$ cat config.mk
export PLATFORM = sky130hd
export DESIGN_NAME = rgb_timing_rx
export DESIGN_NICKNAME = d
export VERILOG_FILES = /design/src/rtl/rgb_timing_rx.sv
export SDC_FILE = /design/constraint.sdc
export NUM_CORES = 1
export LEC_CHECK = 0
export ABC_AREA = 1
export ABC_CLOCK_PERIOD_IN_PS = 5800
export CAP_MARGIN = 10
export CORE_ASPECT_RATIO = 1.75
export CORE_UTILIZATION = 62
export DETAILED_ROUTE_END_ITERATION = 8
export GPL_ROUTABILITY_DRIVEN = 0
export PLACE_DENSITY = 0.95
export SLEW_MARGIN = 20
export SYNTH_ARGS = -nofsm -noshare
export SYNTH_HDL_FRONTEND = slang
export SYNTH_SLANG_ARGS = --single-unit
$ cat constraint.sdc
create_clock -name PixelClk -period 5.8 [get_ports PixelClk]
set_input_delay 0.58 -clock PixelClk [delete_from_list [all_inputs] [get_ports PixelClk]]
set_output_delay 0.58 -clock PixelClk [all_outputs]
set_load 0.02 [all_outputs]
$ cat src/rtl/rgb_timing_rx.sv
// RGB565 parallel LCD receiver: two-stage capture into an x/y tagged pixel stream,
// with line/frame geometry measurement and a two-identical-frames lock detector.
module rgb_timing_rx #(
  parameter bit HS_ACTIVE_LOW = 1'b1,
  parameter bit VS_ACTIVE_LOW = 1'b1,
  parameter int CNT_W         = 16,
  parameter int TIMEOUT       = 4096
) (
  input  logic             PixelClk,
  input  logic             nRST,
  input  logic             LCD_DE,
  input  logic             LCD_HSYNC,
  input  logic             LCD_VSYNC,
  input  logic [4:0]       LCD_R,
  input  logic [5:0]       LCD_G,
  input  logic [4:0]       LCD_B,
  output logic             pix_valid,
  output logic [15:0]      pix_data,
  output logic [CNT_W-1:0] pix_x,
  output logic [CNT_W-1:0] pix_y,
  output logic             sof,
  output logic             eol,
  output logic [CNT_W-1:0] meas_htotal,
  output logic [CNT_W-1:0] meas_width,
  output logic [CNT_W-1:0] meas_vtotal,
  output logic [CNT_W-1:0] meas_height,
  output logic             locked
);

  typedef enum logic [1:0] {SEARCH, CHECK, LOCKED} state_t;

  typedef struct packed {
    logic [CNT_W-1:0] htotal;
    logic [CNT_W-1:0] width;
    logic [CNT_W-1:0] vtotal;
    logic [CNT_W-1:0] height;
  } geom_t;

  localparam logic [CNT_W-1:0] CNT_MAX = '1;
  localparam int               TO_W    = $clog2(TIMEOUT + 1);
  localparam logic [TO_W-1:0]  TO_SAT  = TO_W'(TIMEOUT);
  localparam logic [TO_W-1:0]  TO_LAST = TO_W'(TIMEOUT - 1);

  function automatic logic [CNT_W-1:0] sat_inc(input logic [CNT_W-1:0] v);
    return (v == CNT_MAX) ? v : v + 1'b1;
  endfunction

  logic             de1, hs1, vs1, de1_d, hs1_d, vs1_d;
  logic [15:0]      rgb1;
  logic [CNT_W-1:0] h_cnt, x_cnt, y_cnt, v_cnt, frame_width;
  logic [TO_W-1:0]  to_cnt;
  logic             hs_seen, htot_valid, frame_started, width_bad, sof_pend;
  logic             hs_edge, vs_edge, de_fall, timeout_hit;
  logic             htot_fresh, cur_ok, frame_match, width_change, ref_ok;
  logic [CNT_W-1:0] htot_new, v_next;
  geom_t            cur_geom, ref_geom;
  state_t           state;

  // Stage 1: syncs are normalised so that 1 always means "active".
  // NOTE: every register here uses <= so all stages see the previous-cycle values.
  always_ff @(posedge PixelClk or negedge nRST) begin
    if (!nRST) begin
      de1   <= 1'b0;
      hs1   <= 1'b0;
      vs1   <= 1'b0;
      rgb1  <= '0;
      de1_d <= 1'b0;
      hs1_d <= 1'b0;
      vs1_d <= 1'b0;
    end else begin
      de1   <= LCD_DE;
      hs1   <= LCD_HSYNC ^ HS_ACTIVE_LOW;
      vs1   <= LCD_VSYNC ^ VS_ACTIVE_LOW;
      rgb1  <= {LCD_R, LCD_G, LCD_B};
      de1_d <= de1;
      hs1_d <= hs1;
      vs1_d <= vs1;
    end
  end

  // NOTE: every variable gets a value on every path, so no latches are inferred.
  always_comb begin
    hs_edge         = hs1 & ~hs1_d;
    vs_edge         = vs1 & ~vs1_d;
    de_fall         = de1_d & ~de1;
    htot_new        = sat_inc(h_cnt);
    htot_fresh      = hs_edge && hs_seen;
    // A coincident line edge is folded in before the frame is evaluated.
    v_next          = hs_edge ? sat_inc(v_cnt) : v_cnt;
    cur_geom.htotal = htot_fresh ? htot_new : meas_htotal;
    cur_geom.width  = frame_width;
    cur_geom.vtotal = v_next;
    cur_geom.height = y_cnt;
    cur_ok          = frame_started && !width_bad && (htot_fresh || htot_valid) &&
                      (cur_geom.htotal != CNT_MAX);
    frame_match     = ref_ok && cur_ok && (cur_geom == ref_geom);
    width_change    = de_fall && (x_cnt != ref_geom.width);
    timeout_hit     = !hs_edge && (to_cnt == TO_LAST);
  end

  // Geometry counters and measurement registers.
  always_ff @(posedge PixelClk or negedge nRST) begin
    if (!nRST) begin
      h_cnt         <= '0;
      x_cnt         <= '0;
      y_cnt         <= '0;
      v_cnt         <= '0;
      to_cnt        <= '0;
      frame_width   <= '0;
      hs_seen       <= 1'b0;
      htot_valid    <= 1'b0;
      frame_started <= 1'b0;
      width_bad     <= 1'b0;
      sof_pend      <= 1'b0;
      meas_htotal   <= '0;
      meas_width    <= '0;
      meas_vtotal   <= '0;
      meas_height   <= '0;
    end else begin
      h_cnt  <= hs_edge ? '0 : sat_inc(h_cnt);
      to_cnt <= hs_edge ? '0 : ((to_cnt == TO_SAT) ? to_cnt : to_cnt + 1'b1);
      x_cnt  <= de1 ? sat_inc(x_cnt) : '0;
      v_cnt  <= v_next;
      if (hs_edge) hs_seen <= 1'b1;
      if (htot_fresh) begin
        meas_htotal <= htot_new;
        htot_valid  <= 1'b1;
      end
      if (de_fall) begin
        meas_width <= x_cnt;
        y_cnt      <= sat_inc(y_cnt);
        if (y_cnt == '0) frame_width <= x_cnt;
        else if (x_cnt != frame_width) width_bad <= 1'b1;
      end
      if (de1) sof_pend <= 1'b0;
      if (vs_edge) begin
        meas_vtotal   <= v_next;
        meas_height   <= y_cnt;
        v_cnt         <= '0;
        y_cnt         <= '0;
        frame_width   <= '0;
        width_bad     <= 1'b0;
        frame_started <= 1'b1;
        sof_pend      <= !de1;
      end
    end
  end

  // Stage 2: pixel outputs. eol looks one cycle ahead at the DE pin itself.
  always_ff @(posedge PixelClk or negedge nRST) begin
    if (!nRST) begin
      pix_valid <= 1'b0;
      pix_data  <= '0;
      pix_x     <= '0;
      pix_y     <= '0;
      sof       <= 1'b0;
      eol       <= 1'b0;
    end else begin
      pix_valid <= de1;
      pix_data  <= rgb1;
      pix_x     <= de1 ? x_cnt : '0;
      pix_y     <= (de1 && !vs_edge) ? y_cnt : '0;
      sof       <= de1 && (sof_pend || vs_edge);
      eol       <= de1 && !LCD_DE;
    end
  end

  // Lock FSM: a reference frame must be followed by an identical, clean frame.
  always_ff @(posedge PixelClk or negedge nRST) begin
    if (!nRST) begin
      state    <= SEARCH;
      locked   <= 1'b0;
      ref_geom <= '0;
      ref_ok   <= 1'b0;
    end else begin
      unique case (state)
        SEARCH: begin
          if (vs_edge) begin
            ref_geom <= cur_geom;
            ref_ok   <= cur_ok;
            state    <= CHECK;
          end
        end
        CHECK: begin
          if (vs_edge) begin
            if (frame_match) begin
              state  <= LOCKED;
              locked <= 1'b1;
            end else begin
              ref_geom <= cur_geom;
              ref_ok   <= cur_ok;
            end
          end
        end
        LOCKED: begin
          if (timeout_hit || width_change || (vs_edge && !frame_match)) begin
            state  <= SEARCH;
            locked <= 1'b0;
          end
        end
        default: begin
          state  <= SEARCH;
          locked <= 1'b0;
        end
      endcase
    end
  end

endmodule
==> metrics.csv <==
stage,metric,value,unit
global_routing,antenna_found_initial,0,
place,place_hpwl,26000,um
timing,rsz0062_at_grt,false,
setup_path,worstSetupPathType,register to register,
timing,fin_skew,0.0164,ns
logic_synthesis,ys.flop_type,dfrtp_1,
timing,hold-worst-slack,0.340,ns
route,wire_per_inst,17.7,um
route,via_per_inst,5.91,
timing,finalHoldViolCount,0,
global_routing,grt_usage,34.2,%
setup_path,path_max_fanout,77,
logic_synthesis,postSynthAreaPerCell,8.20,sq um
clock_network,worstSkewPairLatency,0.56,ns
clock_network,postCtsSetupBuffers,0,
timing,period_share,71.9,%
logic_synthesis,synthesis.nets,1745,
layout,diodes,0,
clock_network,cts_tree,yes,
place,placed_area,15600,sq um
clock_network,clockRootBuffer,clkbuf_16,
logic_synthesis,synth.top_cell.area_share,53.7,%
place,io_buffers,136,
logic_synthesis,synthArstFlopShare,100,%
timing,min_period,4.17,ns
layout,drive_above_1_share,5.17,%
route,routed_wl,38100,um
logic_synthesis,ys_ff_latch,302,
worst_hold_path,hold_class,register to register,
die,fp.coreArea,22200,sq um
route,dr_total_vias,12700,
route,ant_nets,0,
logic_synthesis,ys_types,44,
setup_path,start_kind,register,
clock_network,hold_buffers,1,
timing,timing.fmax,240,MHz
clock_network,clock_path_buffers,3,
die,die-area,23300,sq um
global_routing,grt_pass1_wl,61700,um
layout,final_core_util,74.4,%
timing,finalMaxSlewViolations,0,
run_status,outcome,finished clean,
setup_path,end_kind,register,
clock_network,clk_pin_slew,0.07,ns
route,dr.pass1.iters,6,
timing,worst_pin_slew,1.00,ns
layout,final_cell_area,16500,sq um
logic_synthesis,synth.cell_area,14100,sq um
place,dpl.cell_count,2104,
logic_synthesis,yosys_warnings,0,
timing,worst_slack,1.63,ns
pwr,p_per_area,303,nW/um^2
die,die_h,201,um
clock_network,numClockSinks,302,
layout,fillers,1473,
pwr,ir_worst_vdd,0.000250,V
setup_path,critical_path_required,6.28,ns
setup_path,arrival,4.65,ns
die,row_count,72,
layout,final_cells,2152,
pwr,p_total,5.00,mW
layout,fin_nets,1865,
logic_synthesis,yosysSeqAreaShare,53.7,%
pwr,p_leak,8.11,nW
timing,tns,0,ns
logic_synthesis,synth_cells,1717,
global_routing,grt_remaining_overflow,0,
global_routing,grt_max_degree,149,
layout,area_delta_synth_final,17.2,%
die,io_pins,137,
logic_synthesis,synth_edf_count,0,
timing,setup_viol,0,
clock_network,numCtsBuffers,26,
logic_synthesis,yosys.area.top_type,dfrtp_1,
flow_run,max_cap_viol_count,0,
die,die_w,116,um
place,pre_cts_ws,1.90,ns
route,drc_errors,0,
setup_path,r2r_setup_slack,1.63,ns
route,first_iter_violations,1417,
clock_network,cts_max_level,1,
timing,maxSlewHeadroom,33.2,%
die,start_util,63.5,%
logic_synthesis,ys_top_cells_by_area,"dfrtp_1 (54%), nand2_1 (13%), inv_1 (5.1%)",
clock_network,post_cts_resized,0,
global_routing,grt_pass1_vias,12600,
## power breakdown
group	internal, mW	leakage (nW)	total (mW)	switching (mW)
clock	1.05	0.432	1.82	0.776
combinational	0.282	3.68	0.818	0.536
sequential	2.24	3.99	2.36	0.114
## cell usage in the layout, fill, tap and decap left out, drive strengths merged, types with 19 or more instances in the layout
cell type and instances:
nand2 483, dfrtp 302, inv 198, nor2 183
clkdlybuf4s50 135, nand3 118, o21ai 117, a21oi 55
clkbuf 35, nor3 32, nand4 32, xor2 24
or2 19
## synth_stat cells, types with 2 or more instances
library cell / n
buf_1: 2
nor2_1: 173
clkbuf_1: 31
nor2_2: 6
o21ai_0: 58
o21ai_1: 59
nand3b_1: 10
buf_4: 6
nor4_1: 13
buf_6: 9
o311ai_0: 2
a21oi_1: 54
nor3b_1: 2
and3_1: 4
inv_1: 192
nor3_1: 32
o21bai_1: 3
or2_2: 19
nor2_4: 4
o22ai_1: 16
clkinv_1: 4
inv_2: 5
ha_1: 7
a211oi_1: 7
buf_2: 6
o21a_1: 2
nand4_1: 31
xor2_1: 24
xnor2_1: 18
dfrtp_1: 302
nand3_2: 2
nand2_2: 3
nand2_1: 479
nand3_1: 116
a31oi_1: 7
## registers in the layout, indices dropped and copies added (netlist names), 2 cells and up
signal and cells:
meas_height 16, meas_htotal 16, pix_data 16, rgb1 16, frame_width 16, meas_vtotal 16
h_cnt 16, v_cnt 16, meas_width 16, to_cnt 13, pix_x 16, y_cnt 16
x_cnt 16, pix_y 16, state 2, ref_geom 64
## routing by layer
layer  part of all wire (%)  vias up  global-route usage [%]  wire length (um)
met3                    6.8      255                    4.91              2610
met2                     52      728                    59.2             19800
li1                       -     5734                       -                 -
met5                      0        -                       0                 0
met1                     33     5992                    37.5             12700
met4                    7.9        0                    24.7              3000
## logic make-up (layout without fill, tap and decap cells)
kind of cell / after synthesis / in the layout / share of synthesized area [%]
adders and majority gates: 7 / 7 / 0.622
and+or+nand+nor: 897 / 897 / 27.4
buffers and inverters: 256 / 395 / 7.53
DFF: 302 / 302 / 53.7
AOI/OAI and AO/OA: 213 / 213 / 8.18
xor gates and xnor gates: 42 / 42 / 2.61
## layout make-up
cell class              instances  area, sq um  area share [%]
clock inverters                12          166            1.01
flip-flops and latches        302         7560            45.8
clock buffers                  35          716            4.34
multi-input cells            1159         5470            33.1
repair buffers                147         1460            8.87
well taps                     296          370            2.25
inverters                     201          754            4.57
## path summary, 6_finish.rpt
kind,start,end,depth (start not counted)
max in group asynchronous,nRST,meas_htotal[3],3
setup reg to reg,v_cnt[0],ref_geom[8],18
setup / recovery,v_cnt[0],ref_geom[8],18
hold / removal,rgb1[3],pix_data[3],0
min in group asynchronous,nRST,rgb1[12],2
hold reg to reg,rgb1[3],pix_data[3],0
## critical path, stage by stage, from the launching register on
cell     delay (ns)
dfrtp_1        0.41
ha_1           0.32
nand3_1        0.16
nor2_2         0.25
nand3_2        0.20
nand2_1        0.16
nand2_1        0.09
nand2_1        0.16
nand2_1        0.11
nand2_1        0.16
nand2_1        0.07
nor2_1         0.20
nand3_1        0.15
nor2_2         0.16
nand4_2        0.18
nand2_4        0.64
buf_4          0.41
nand2_1        0.12
o21ai_1        0.10
Note: power is estimated with default switching activity, not from simulation.
